<file path="config.mk">
export PLATFORM = sky130hd
export DESIGN_NAME = dottori_video_gen_flat
export DESIGN_NICKNAME = d
export VERILOG_FILES = /design/src/rtl/dottori_video_gen_if.sv /design/src/rtl/dottori_video_gen.sv /design/src/flat_wrapper.sv
export SDC_FILE = /design/constraint.sdc
export NUM_CORES = 1
export LEC_CHECK = 0
export ABC_AREA = 1
export CORE_MARGIN = 8
export CORE_UTILIZATION = 45
export DETAILED_ROUTE_END_ITERATION = 8
export GPL_TIMING_DRIVEN = 0
export PLACE_DENSITY_LB_ADDON = 0.05
export REMOVE_ABC_BUFFERS = 1
export SLEW_MARGIN = 10
export SYNTH_ARGS = -nofsm -noshare
export SYNTH_HDL_FRONTEND = slang
export SYNTH_SLANG_ARGS = --single-unit
</file>
<file path="constraint.sdc">
create_clock -name nCLK_4M -period 2.6 [get_ports nCLK_4M]
set_clock_uncertainty 0.1 [all_clocks]
set_input_delay 0.52 -clock nCLK_4M [delete_from_list [all_inputs] [get_ports nCLK_4M]]
set_output_delay 0.52 -clock nCLK_4M [all_outputs]
set_load 0.005 [all_outputs]
</file>
<file path="src/rtl/dottori_video_gen_if.sv">
// dottori_video_gen_if
// VRAM fetch bus between the video generator and the board-level VRAM mux.
//   vram_addr  render fetch address (driven by the video generator)
//   vram_sel   high in a fetch-slot cycle; the bus mux selects vram_addr
//   cpu_stall  copy of vram_sel, gates the Z80 clock
//   vram_q     RAM read data, valid the cycle after vram_sel
// Modports: master = video generator side, slave = RAM / bus mux side.
interface dottori_video_gen_if #(
    parameter int ADDR_W = 11
);
    logic [ADDR_W-1:0] vram_addr;
    logic              vram_sel;
    logic              cpu_stall;
    logic [7:0]        vram_q;

    modport master (
        output vram_addr,
        output vram_sel,
        output cpu_stall,
        input  vram_q
    );

    modport slave (
        input  vram_addr,
        input  vram_sel,
        input  cpu_stall,
        output vram_q
    );
endinterface

</file>
<file path="src/rtl/dottori_video_gen.sv">
// dottori_video_gen
// Raster timing generator plus VRAM fetch and pixel serialiser for
// Dottori-class boards. Produces counters, sync, blanking, a one-line V-blank
// interrupt and palette-mapped RGB. Each fetch slot owns VRAM for one cycle
// and stalls the Z80 for that cycle.
// Ports:
//   nCLK_4M   clock, rising edge
//   nRESET    asynchronous, active-low reset
//   vbus      VRAM fetch bus (master side): vram_addr/vram_sel/cpu_stall out,
//             vram_q in
//   pal_wr    palette write strobe; pal_data is captured on that edge
//   pal_data  2^BPP palette entries, entry i = bits [3i+2:3i], {B,G,R}
//   rgb       pixel colour {B,G,R}, 0 while blanked
//   hsync, vsync, csync_n, hblank, vblank  raster timing flags
//   irq_n     active-low V-blank interrupt, low for one line
//   hcnt, vcnt  raster position
module dottori_video_gen #(
    parameter int H_TOTAL      = 256,
    parameter int H_ACTIVE     = 128,
    parameter int H_SYNC_START = 192,
    parameter int H_SYNC_LEN   = 16,
    parameter int V_TOTAL      = 256,
    parameter int V_ACTIVE     = 128,
    parameter int V_SYNC_START = 224,
    parameter int V_SYNC_LEN   = 8,
    parameter int BPP          = 1,
    parameter int PIX_REP      = 1,
    parameter int ADDR_W       = 11
) (
    input  logic                           nCLK_4M,
    input  logic                           nRESET,
    dottori_video_gen_if.master            vbus,
    input  logic                           pal_wr,
    input  logic [3*(2**BPP)-1:0]          pal_data,
    output logic [2:0]                     rgb,
    output logic                           hsync,
    output logic                           vsync,
    output logic                           csync_n,
    output logic                           hblank,
    output logic                           vblank,
    output logic                           irq_n,
    output logic [$clog2(H_TOTAL)-1:0]     hcnt,
    output logic [$clog2(V_TOTAL)-1:0]     vcnt
);
    localparam int P     = (8 / BPP) * PIX_REP;
    localparam int PAL_W = 3 * (2**BPP);
    localparam int HW    = $clog2(H_TOTAL);
    localparam int VW    = $clog2(V_TOTAL);

    logic [HW-1:0]     hcnt_q, hcnt_d;
    logic [VW-1:0]     vcnt_q, vcnt_d, vcnt_next_line;
    logic [ADDR_W-1:0] addr_q, addr_d, addr_out;
    logic              load_q, load_d;
    logic              rep_q, rep_d;
    logic [7:0]        shreg_q, shreg_d;
    logic [PAL_W-1:0]  pal_q, pal_d;
    logic              irq_n_q, irq_n_d;

    logic              hcnt_wrap;
    int                tgt_h, tgt_col, tgt_line;
    logic              slot, first_slot, rep_last;
    logic [BPP-1:0]    pix_idx;

    // Raster counters: hcnt free-runs over the line, vcnt advances on its wrap.
    always_comb begin
        hcnt_wrap      = (hcnt_q == HW'(H_TOTAL - 1));
        hcnt_d         = hcnt_wrap ? '0 : hcnt_q + 1'b1;
        vcnt_next_line = (vcnt_q == VW'(V_TOTAL - 1)) ? '0 : vcnt_q + 1'b1;
        vcnt_d         = hcnt_wrap ? vcnt_next_line : vcnt_q;
    end

    // Fetch slots look two clocks ahead so the byte is in the shifter exactly
    // when hcnt reaches its first column; targets past the line end belong to
    // the start of the next line.
    always_comb begin
        tgt_h      = int'(hcnt_q) + 2;
        tgt_col    = tgt_h;
        tgt_line   = int'(vcnt_q);
        if (tgt_h >= H_TOTAL) begin
            tgt_col  = tgt_h - H_TOTAL;
            tgt_line = int'(vcnt_next_line);
        end
        slot       = ((tgt_col % P) == 0) && (tgt_col < H_ACTIVE) && (tgt_line < V_ACTIVE);
        first_slot = slot && (tgt_col == 0) && (tgt_line == 0);
        addr_out   = first_slot ? '0 : addr_q;
        addr_d     = slot ? addr_out + 1'b1 : addr_q;
        load_d     = slot;
    end

    // Shifter: load one cycle after the slot (RAM latency), then shift every
    // PIX_REP clocks; with no further loads it drains to zero.
    always_comb begin
        rep_last = (PIX_REP == 1) || rep_q;
        shreg_d  = shreg_q;
        rep_d    = 1'b0;
        if (load_q) begin
            shreg_d = vbus.vram_q;
        end else if (rep_last) begin
            shreg_d = shreg_q << BPP;
        end else begin
            rep_d = 1'b1;
        end
        pal_d   = pal_wr ? pal_data : pal_q;
        irq_n_d = (int'(vcnt_d) != V_ACTIVE);
    end

    always_ff @(posedge nCLK_4M or negedge nRESET) begin
        if (!nRESET) begin
            hcnt_q  <= '0;
            vcnt_q  <= '0;
            addr_q  <= '0;
            load_q  <= 1'b0;
            rep_q   <= 1'b0;
            shreg_q <= '0;
            pal_q   <= '0;
            irq_n_q <= 1'b1;
        end else begin
            hcnt_q  <= hcnt_d;
            vcnt_q  <= vcnt_d;
            addr_q  <= addr_d;
            load_q  <= load_d;
            rep_q   <= rep_d;
            shreg_q <= shreg_d;
            pal_q   <= pal_d;
            irq_n_q <= irq_n_d;
        end
    end

    // Timing flags and colour are decoded straight from the registered state.
    always_comb begin
        hblank  = (int'(hcnt_q) >= H_ACTIVE);
        vblank  = (int'(vcnt_q) >= V_ACTIVE);
        hsync   = (int'(hcnt_q) >= H_SYNC_START) && (int'(hcnt_q) < H_SYNC_START + H_SYNC_LEN);
        vsync   = (int'(vcnt_q) >= V_SYNC_START) && (int'(vcnt_q) < V_SYNC_START + V_SYNC_LEN);
        csync_n = ~(hsync | vsync);
        pix_idx = shreg_q[7 -: BPP];
        rgb     = (hblank || vblank) ? 3'd0 : pal_q[int'(pix_idx) * 3 +: 3];
    end

    assign irq_n          = irq_n_q;
    assign hcnt           = hcnt_q;
    assign vcnt           = vcnt_q;
    assign vbus.vram_addr = addr_out;
    assign vbus.vram_sel  = slot;
    assign vbus.cpu_stall = slot;
endmodule

</file>
<file path="src/flat_wrapper.sv">
// flat-port wrapper written by rule: the top's interface ports become plain ports
module dottori_video_gen_flat 
#(
    parameter int H_TOTAL      = 256,
    parameter int H_ACTIVE     = 128,
    parameter int H_SYNC_START = 192,
    parameter int H_SYNC_LEN   = 16,
    parameter int V_TOTAL      = 256,
    parameter int V_ACTIVE     = 128,
    parameter int V_SYNC_START = 224,
    parameter int V_SYNC_LEN   = 8,
    parameter int BPP          = 1,
    parameter int PIX_REP      = 1,
    parameter int ADDR_W       = 11
)
  (nCLK_4M, nRESET, pal_wr, pal_data, rgb, hsync, vsync, csync_n, hblank, vblank, irq_n, hcnt, vcnt, vbus_vram_addr, vbus_vram_sel, vbus_cpu_stall, vbus_vram_q);
  dottori_video_gen_if #(.ADDR_W(ADDR_W)) vbus_i ();
  input  logic nCLK_4M;
  input  logic nRESET;
  input  logic pal_wr;
  input  logic [3*(2**BPP)-1:0] pal_data;
  output logic [2:0] rgb;
  output logic hsync;
  output logic vsync;
  output logic csync_n;
  output logic hblank;
  output logic vblank;
  output logic irq_n;
  output logic [$clog2(H_TOTAL)-1:0] hcnt;
  output logic [$clog2(V_TOTAL)-1:0] vcnt;
  output wire logic [$bits(vbus_i.vram_addr)-1:0] vbus_vram_addr;
  output wire logic [$bits(vbus_i.vram_sel)-1:0] vbus_vram_sel;
  output wire logic [$bits(vbus_i.cpu_stall)-1:0] vbus_cpu_stall;
  input wire logic [$bits(vbus_i.vram_q)-1:0] vbus_vram_q;
  assign vbus_vram_addr = vbus_i.vram_addr;
  assign vbus_vram_sel = vbus_i.vram_sel;
  assign vbus_cpu_stall = vbus_i.cpu_stall;
  assign vbus_i.vram_q = vbus_vram_q;
  dottori_video_gen #(.H_TOTAL(H_TOTAL), .H_ACTIVE(H_ACTIVE), .H_SYNC_START(H_SYNC_START), .H_SYNC_LEN(H_SYNC_LEN), .V_TOTAL(V_TOTAL), .V_ACTIVE(V_ACTIVE), .V_SYNC_START(V_SYNC_START), .V_SYNC_LEN(V_SYNC_LEN), .BPP(BPP), .PIX_REP(PIX_REP), .ADDR_W(ADDR_W)) u_core (.nCLK_4M(nCLK_4M), .nRESET(nRESET), .vbus(vbus_i), .pal_wr(pal_wr), .pal_data(pal_data), .rgb(rgb), .hsync(hsync), .vsync(vsync), .csync_n(csync_n), .hblank(hblank), .vblank(vblank), .irq_n(irq_n), .hcnt(hcnt), .vcnt(vcnt));
endmodule
</file>
==> results of run 1 <==
## per-stage QoR
step	utilization	total power [mW]
after floorplan	-	0.719
after global placement	0.578	0.773
after detailed placement	0.581	0.777
after CTS	0.696	1.24
after global routing	0.722	1.28
final	0.722	1.23
## worst max-delay path, delay by kind of cell (launching register included)
kind	cells	cell delay, ns
buffers and inverters	4	0.35
AND/OR/NAND/NOR	8	0.85
adder cells (fa/ha/maj)	1	0.24
flip-flops	1	0.46
## per-layer routing
metal | global-route usage | share of wire
met2 | 0.283 | 0.51
met5 | 0 | 0
met1 | 0.217 | 0.42
met4 | 0.0529 | 0.012
met3 | 0.0368 | 0.054
## cells by family (layout without fill, tap and decap cells)
logic type,Yosys count,in the layout,synth area share
multiplexers,10,10,0.0470
adder cells (fa/ha/maj),7,7,0.0366
flip-flops,43,43,0.450
buffers and inverters,58,159,0.0997
AND/OR/NAND/NOR,145,146,0.278
AO/OA/AOI/OAI,28,28,0.0637
XOR/XNOR,7,7,0.0256
## how the worst max path moves through the flow
| stage | to | slack, ns | depth (start not counted) |
|---|---|---|---|
| 2_1_floorplan | u_core.addr_q[10] | -0.04 | 19 |
| 3_3_place_gp | vbus_vram_addr[7] | -0.46 | 13 |
| 3_5_place_dp | vbus_vram_addr[7] | -0.47 | 13 |
| 4_1_cts | vbus_vram_addr[6] | -0.21 | 14 |
| 5_1_grt | vbus_vram_addr[6] | -0.32 | 13 |
| 6_report | vbus_vram_addr[6] | -0.21 | 13 |
## Yosys cell counts, drive strengths merged
| cell | instances | share of area |
|---|---|---|
| clkbuf | 5 | 0.0084 |
| xnor2 | 1 | 0.0037 |
| a211oi | 4 | 0.013 |
| a21oi | 3 | 0.0063 |
| nor2 | 31 | 0.062 |
| xor2 | 6 | 0.022 |
| o21ai | 20 | 0.042 |
| dfrtp | 42 | 0.44 |
| inv | 49 | 0.077 |
| mux2 | 10 | 0.047 |
| o211ai | 1 | 0.0031 |
| nand3 | 28 | 0.061 |
| ha | 7 | 0.037 |
| nor4 | 2 | 0.0052 |
| dfstp | 1 | 0.011 |
| nand4 | 5 | 0.013 |
| nand2 | 76 | 0.13 |
| buf | 4 | 0.015 |
| nor3 | 3 | 0.0063 |
## registers in the layout (all words and copies together), names as in the netlist
signal and cells:
u_core.shreg_q 8, u_core.pal_q 6, u_core.irq_n 1, u_core.load_q 1, u_core.vcnt 8, u_core.hcnt 8
u_core.addr_q 11
## power groups by stage
stage / Clock [mW] / Combinational (mW) / Sequential [mW]
after floorplan: 0 / 0.0191 / 0.700
after global placement: 0 / 0.0719 / 0.701
after detailed placement: 0 / 0.0756 / 0.701
after CTS: 0.479 / 0.0770 / 0.688
after global routing: 0.508 / 0.0830 / 0.690
final: 0.470 / 0.0751 / 0.688
## area by class of cell
type,count,area [µm²],share of cell area
inverters,49,186,0.0503
multi-input cells,198,1310,0.354
clock buffers,8,100,0.0270
flip-flops and latches,43,1090,0.294
well taps,70,87.6,0.0236
repair buffers,102,932,0.251
## timing repair
item                                    in CTS  in global routing
endpoints found under the setup margin      17                 20
pin swaps                                   22                 19
gates resized for setup                    107                 35
hold buffers                                 1                  0
gates cloned                                 1                  0
hold endpoints to repair                     3                  0
setup buffers                               38                  8
==> results.py, run 1 <==
metrics = {
    "yosys": {
        "postSynthAreaPerCell_um2": 8.04,
        "synthCells": 298,
        "ys_ff_latch": 43,
        "synth-warning-count": 0,
        "synth-seq-area-share": 0.450,
        "ys_types": 28,
        "netlist_area_um2": 2400,
    },
    "clock_network": {
        "cts_tree": "done",
        "h-tree-depth": 2,
        "cts.clk_slew.worst_paths_ns": 0.08,
        "clk_latency_ns": 0.30,
        "cts.sinks": 43,
        "cts-root-buf": "clkbuf_8",
        "clockBufferDepth": 2,
        "numCtsBuffers": 5,
    },
    "sta": {
        "setup_tns_ns": -1.46,
        "fmax_mhz": 356,
        "max-slew-margin-rel": 0.752,
        "hold_slack_ns": 0.379,
        "setup_ws_ns": -0.211,
        "grt_setup_unrepaired": "true",
        "finalSetupViolations": 12,
        "period_share": 1.08,
        "drv_slew": 0,
        "max_slew.worst_pin.slew_ns": 0.368,
        "hold_viol": 0,
        "min_period_ns": 2.81,
    },
    "power": {
        "p_int_uw": 970,
        "cellPowerDensity_nw_per_um2": 332,
        "clkPwrFrac": 0.381,
        "switching_power_uw": 263,
        "leakage_nw": 1.78,
        "sw_frac_of_total": 0.213,
        "seqPwrFrac": 0.558,
        "pwr-share-comb": 0.061,
        "irDropWorstVdd_uv": 238,
    },
    "placement": {
        "pre_cts_slack_ns": -0.475,
        "place.gp.congestion": 0.902,
        "portBuffers": 54,
        "post_dp_cell_area_um2": 2980,
        "dpl.hpwl_um": 4100,
        "place_inst": 414,
    },
    "worst_setup_path": {
        "required_ns": 1.98,
        "regToRegEndpoint": "u_core.hcnt[5]",
        "worst_path_largest_cell_delay_ns": 0.46,
        "startpoint": "u_core.hcnt[2]",
        "critical_path.startpoint_type": "flip-flop",
        "worstSetupPathType": "flip-flop to output port",
        "crit_slowest_cell": "dfrtp_2",
        "path_max_fanout": 5,
        "worstPathCellList": "ha_4 > inv_1 > nand2_2 > nor2_2 > nand2_2 > nor2_2 > nand3_2 > nor2_4 > nand2_4 > buf_6 > nand2_4 > inv_2 > buf_6",
        "end_kind": "output port",
        "reg2reg_depth": 20,
        "crit_arrival_ns": 2.19,
        "reg2reg_slack_ns": -0.12,
        "r2r_start": "u_core.hcnt[1]",
    },
    "die": {
        "die-width_um": 89.0,
        "start_util": 0.466,
        "core-area_um2": 5140,
        "die_y_um": 89.0,
        "row_count": 26,
        "die_area_um2": 7920,
        "boundaryPins": 55,
    },
    "layout": {
        "postLayoutCellArea_um2": 3710,
        "drive_gt1_frac": 0.390,
        "fill_cells": 424,
        "layout.cells.non_filler": 470,
        "area_growth_pct": 54.8,
        "final_cell_mix": "nand2_1, clkdlybuf4s50_1, inv_1, buf_4, dfrtp_1",
        "diodes": 0,
        "layout_commonest_cell": "nand2_1",
        "nNetsFinal": 423,
    },
    "hold_path": {
        "hold_path_end": "u_core.shreg_q[4]",
        "whs_path_depth": 1,
        "hp-start": "u_core.shreg_q[3]",
        "hold_path.class": "flip-flop to flip-flop",
    },
    "global_route": {
        "grt_start_max_net_pins": 34,
        "grt_pass1_vias": 2257,
        "grt_pass1_wl_um": 10500,
        "grtUsageTotal": 0.171,
        "gr-total-overflow": 0,
        "antenna_found_initial": 0,
    },
    "detailed_routing": {
        "viasPerCell": 4.94,
        "avgRoutedWirePerCell_um": 14.3,
        "dr.first_iter.drc_count": 140,
        "antenna_left": 0,
        "routed_wl_um": 6740,
        "vias": 2321,
        "drc_errors": 0,
        "drt_first_pass_iters": 4,
    },
    "run_status": {
        "violations": "negative setup slack",
        "outcome": "complete, but fails checks",
    },
    "run": {
        "maxCapViolCount": 0,
    },
}
(Power assumes the default switching activity.)
==> run 2: changes to the inputs <==
Settings changed: CELL_PAD_IN_SITES_DETAIL_PLACEMENT set to 1, CELL_PAD_IN_SITES_GLOBAL_PLACEMENT set to 1, CORE_UTILIZATION 45 to 41, DONT_BUFFER_PORTS set to 1, SKIP_CTS_REPAIR_TIMING set to 1.
==> run 2 against run 1 <==
Via count fell by 15%. The flow still finishes with violations (negative setup slack). Setup slack gained 0.093 ns. Critical path type unchanged. Global-route usage fell by 3.7 points. Power decreased by 4.8%. Non-clock buffer count is 88 lower. Wire length is 8.0% lower. Count of clock-buffer cells in the layout is 3 lower.
==> results.py, run 2 (synthesis gave the netlist of run 1 again) <==
metrics = {
    "placement": {
        "place.gp.congestion": 0.752,
        "pre_cts_slack_ns": -0.512,
        "post_dp_cell_area_um2": 2430,
        "portBuffers": 0,
        "dpl.hpwl_um": 4160,
    },
    "detailed_routing": {
        "drt_first_pass_iters": 4,
        "viasPerCell": 5.09,
        "routed_wl_um": 6200,
        "avgRoutedWirePerCell_um": 16.1,
        "vias": 1966,
        "antenna_left": 0,
        "drc_errors": 0,
        "dr.first_iter.drc_count": 32,
    },
    "layout": {
        "postLayoutCellArea_um2": 2960,
        "diodes": 0,
        "nNetsFinal": 334,
        "regMostFlops": "u_core.addr_q",
        "final_cell_mix": "nand2_1, inv_1, dfrtp_1, o21ai_0, nand3_1",
        "area_growth_pct": 23.3,
        "largest_register_ffs": 11,
        "drive_gt1_frac": 0.354,
        "layout_commonest_cell": "nand2_1",
    },
    "clock_network": {
        "cts.sinks": 43,
        "cts-root-buf": "clkbuf_8",
        "numCtsBuffers": 5,
        "cts_tree": "done",
        "cts.clk_slew.worst_paths_ns": 0.09,
        "clk_latency_ns": 0.29,
        "h-tree-depth": 2,
        "clockBufferDepth": 2,
    },
    "worst_setup_path": {
        "crit_arrival_ns": 2.10,
        "worstSetupPathType": "flip-flop to output port",
        "path_max_fanout": 7,
        "r2r_start": "u_core.hcnt[1]",
        "regToRegEndpoint": "u_core.addr_q[10]",
        "required_ns": 1.98,
        "crit_end": "vbus_vram_addr[8]",
        "reg2reg_depth": 20,
        "reg2reg_slack_ns": 0.03,
        "end_kind": "output port",
        "startpoint": "u_core.hcnt[1]",
        "critical_path.startpoint_type": "flip-flop",
    },
    "global_route": {
        "grt_start_max_net_pins": 44,
        "gr-total-overflow": 0,
        "grt_pass1_wl_um": 9270,
        "grt_pass1_vias": 1899,
        "grtUsageTotal": 0.134,
        "antenna_found_initial": 0,
    },
    "sta": {
        "max-slew-margin-rel": 0.533,
        "finalSetupViolations": 10,
        "period_share": 1.05,
        "fmax_mhz": 368,
        "grt_setup_unrepaired": "true",
        "setup_ws_ns": -0.118,
        "setup_tns_ns": -0.703,
        "drv_slew": 0,
        "max_slew.worst_pin.slew_ns": 0.693,
        "hold_viol": 0,
        "min_period_ns": 2.72,
    },
    "die": {
        "core-area_um2": 5780,
        "row_count": 28,
        "die_area_um2": 8550,
        "start_util": 0.415,
        "die-width_um": 92.4,
        "boundaryPins": 55,
        "die_y_um": 92.4,
    },
    "power": {
        "sw_frac_of_total": 0.239,
        "pwr-share-comb": 0.035,
        "design_power_total_mw": 1.17,
        "switching_power_uw": 281,
        "irDropWorstVdd_uv": 181,
        "leakage_nw": 1.39,
        "cellPowerDensity_nw_per_um2": 397,
        "clkPwrFrac": 0.378,
        "p_int_uw": 892,
        "seqPwrFrac": 0.586,
    },
    "hold_path": {
        "hold_path.class": "input port to flip-flop",
    },
    "run_status": {
        "violations": "negative setup slack",
        "outcome": "complete, but fails checks",
    },
    "run": {
        "maxCapViolCount": 0,
    },
}
run 2: worst max-delay path: stages (launching register included):
cell and delay (ns):
dfrtp_2 0.49, nand3_2 0.16, inv_1 0.13, nand3_2 0.15, nor2_2 0.15, nand3_2 0.09
nand2_2 0.08, inv_2 0.04, nor2_4 0.11, nand2_4 0.11, buf_12 0.18, nand2_8 0.06
inv_2 0.04
run 2: per-layer routing:
metal / share of wire / global-route usage
met5: 0 / 0
met4: 0.0050 / 0.0403
met3: 0.072 / 0.0469
met2: 0.50 / 0.217
met1: 0.42 / 0.164
run 2: layout make-up:
| class | count | area, µm² |
|---|---|---|
| Fill cell | 687 | 2830 |
| Timing Repair Buffer | 14 | 144 |
| Clock inverter | 3 | 25.0 |
| Clock buffer | 5 | 68.8 |
| Tap cell | 75 | 93.8 |
| Multi-Input combinational cell | 197 | 1340 |
| Inverter | 49 | 189 |
| Sequential cell | 43 | 1090 |
run 2: power by group through the flow:
stage / Sequential, mW / Clock [mW] / Combinational [mW]
2_1_floorplan: 0.700 / 0 / 0.0191
3_3_place_gp: 0.701 / 0 / 0.0218
3_5_place_dp: 0.702 / 0 / 0.0232
4_1_cts: 0.688 / 0.461 / 0.0232
5_1_grt: 0.690 / 0.484 / 0.0478
6_report: 0.688 / 0.444 / 0.0416
run 2: how the worst min path moves through the flow:
stage	from	endpoint	slack [ns]	cells past startpoint
global placement	nRESET	u_core.hcnt[2]	0.13	0
finish	vbus_vram_q[0]	u_core.shreg_q[0]	0.22	2
global route	vbus_vram_q[0]	u_core.shreg_q[0]	0.22	2
CTS	nRESET	u_core.vcnt[3]	-0.21	0
floorplan	nRESET	u_core.addr_q[0]	0.12	0
detailed placement	nRESET	u_core.hcnt[2]	0.13	0
run 2: stage by stage:
step / utilization / std cells / hold WS [ns]
2_1_floorplan: - / 289 / 0.124
3_3_place_gp: 0.421 / 364 / 0.125
3_5_place_dp: 0.421 / 364 / 0.126
4_1_cts: 0.437 / 372 / -0.207
5_1_grt: 0.511 / 386 / 0.220
6_report: 0.511 / 386 / 0.224
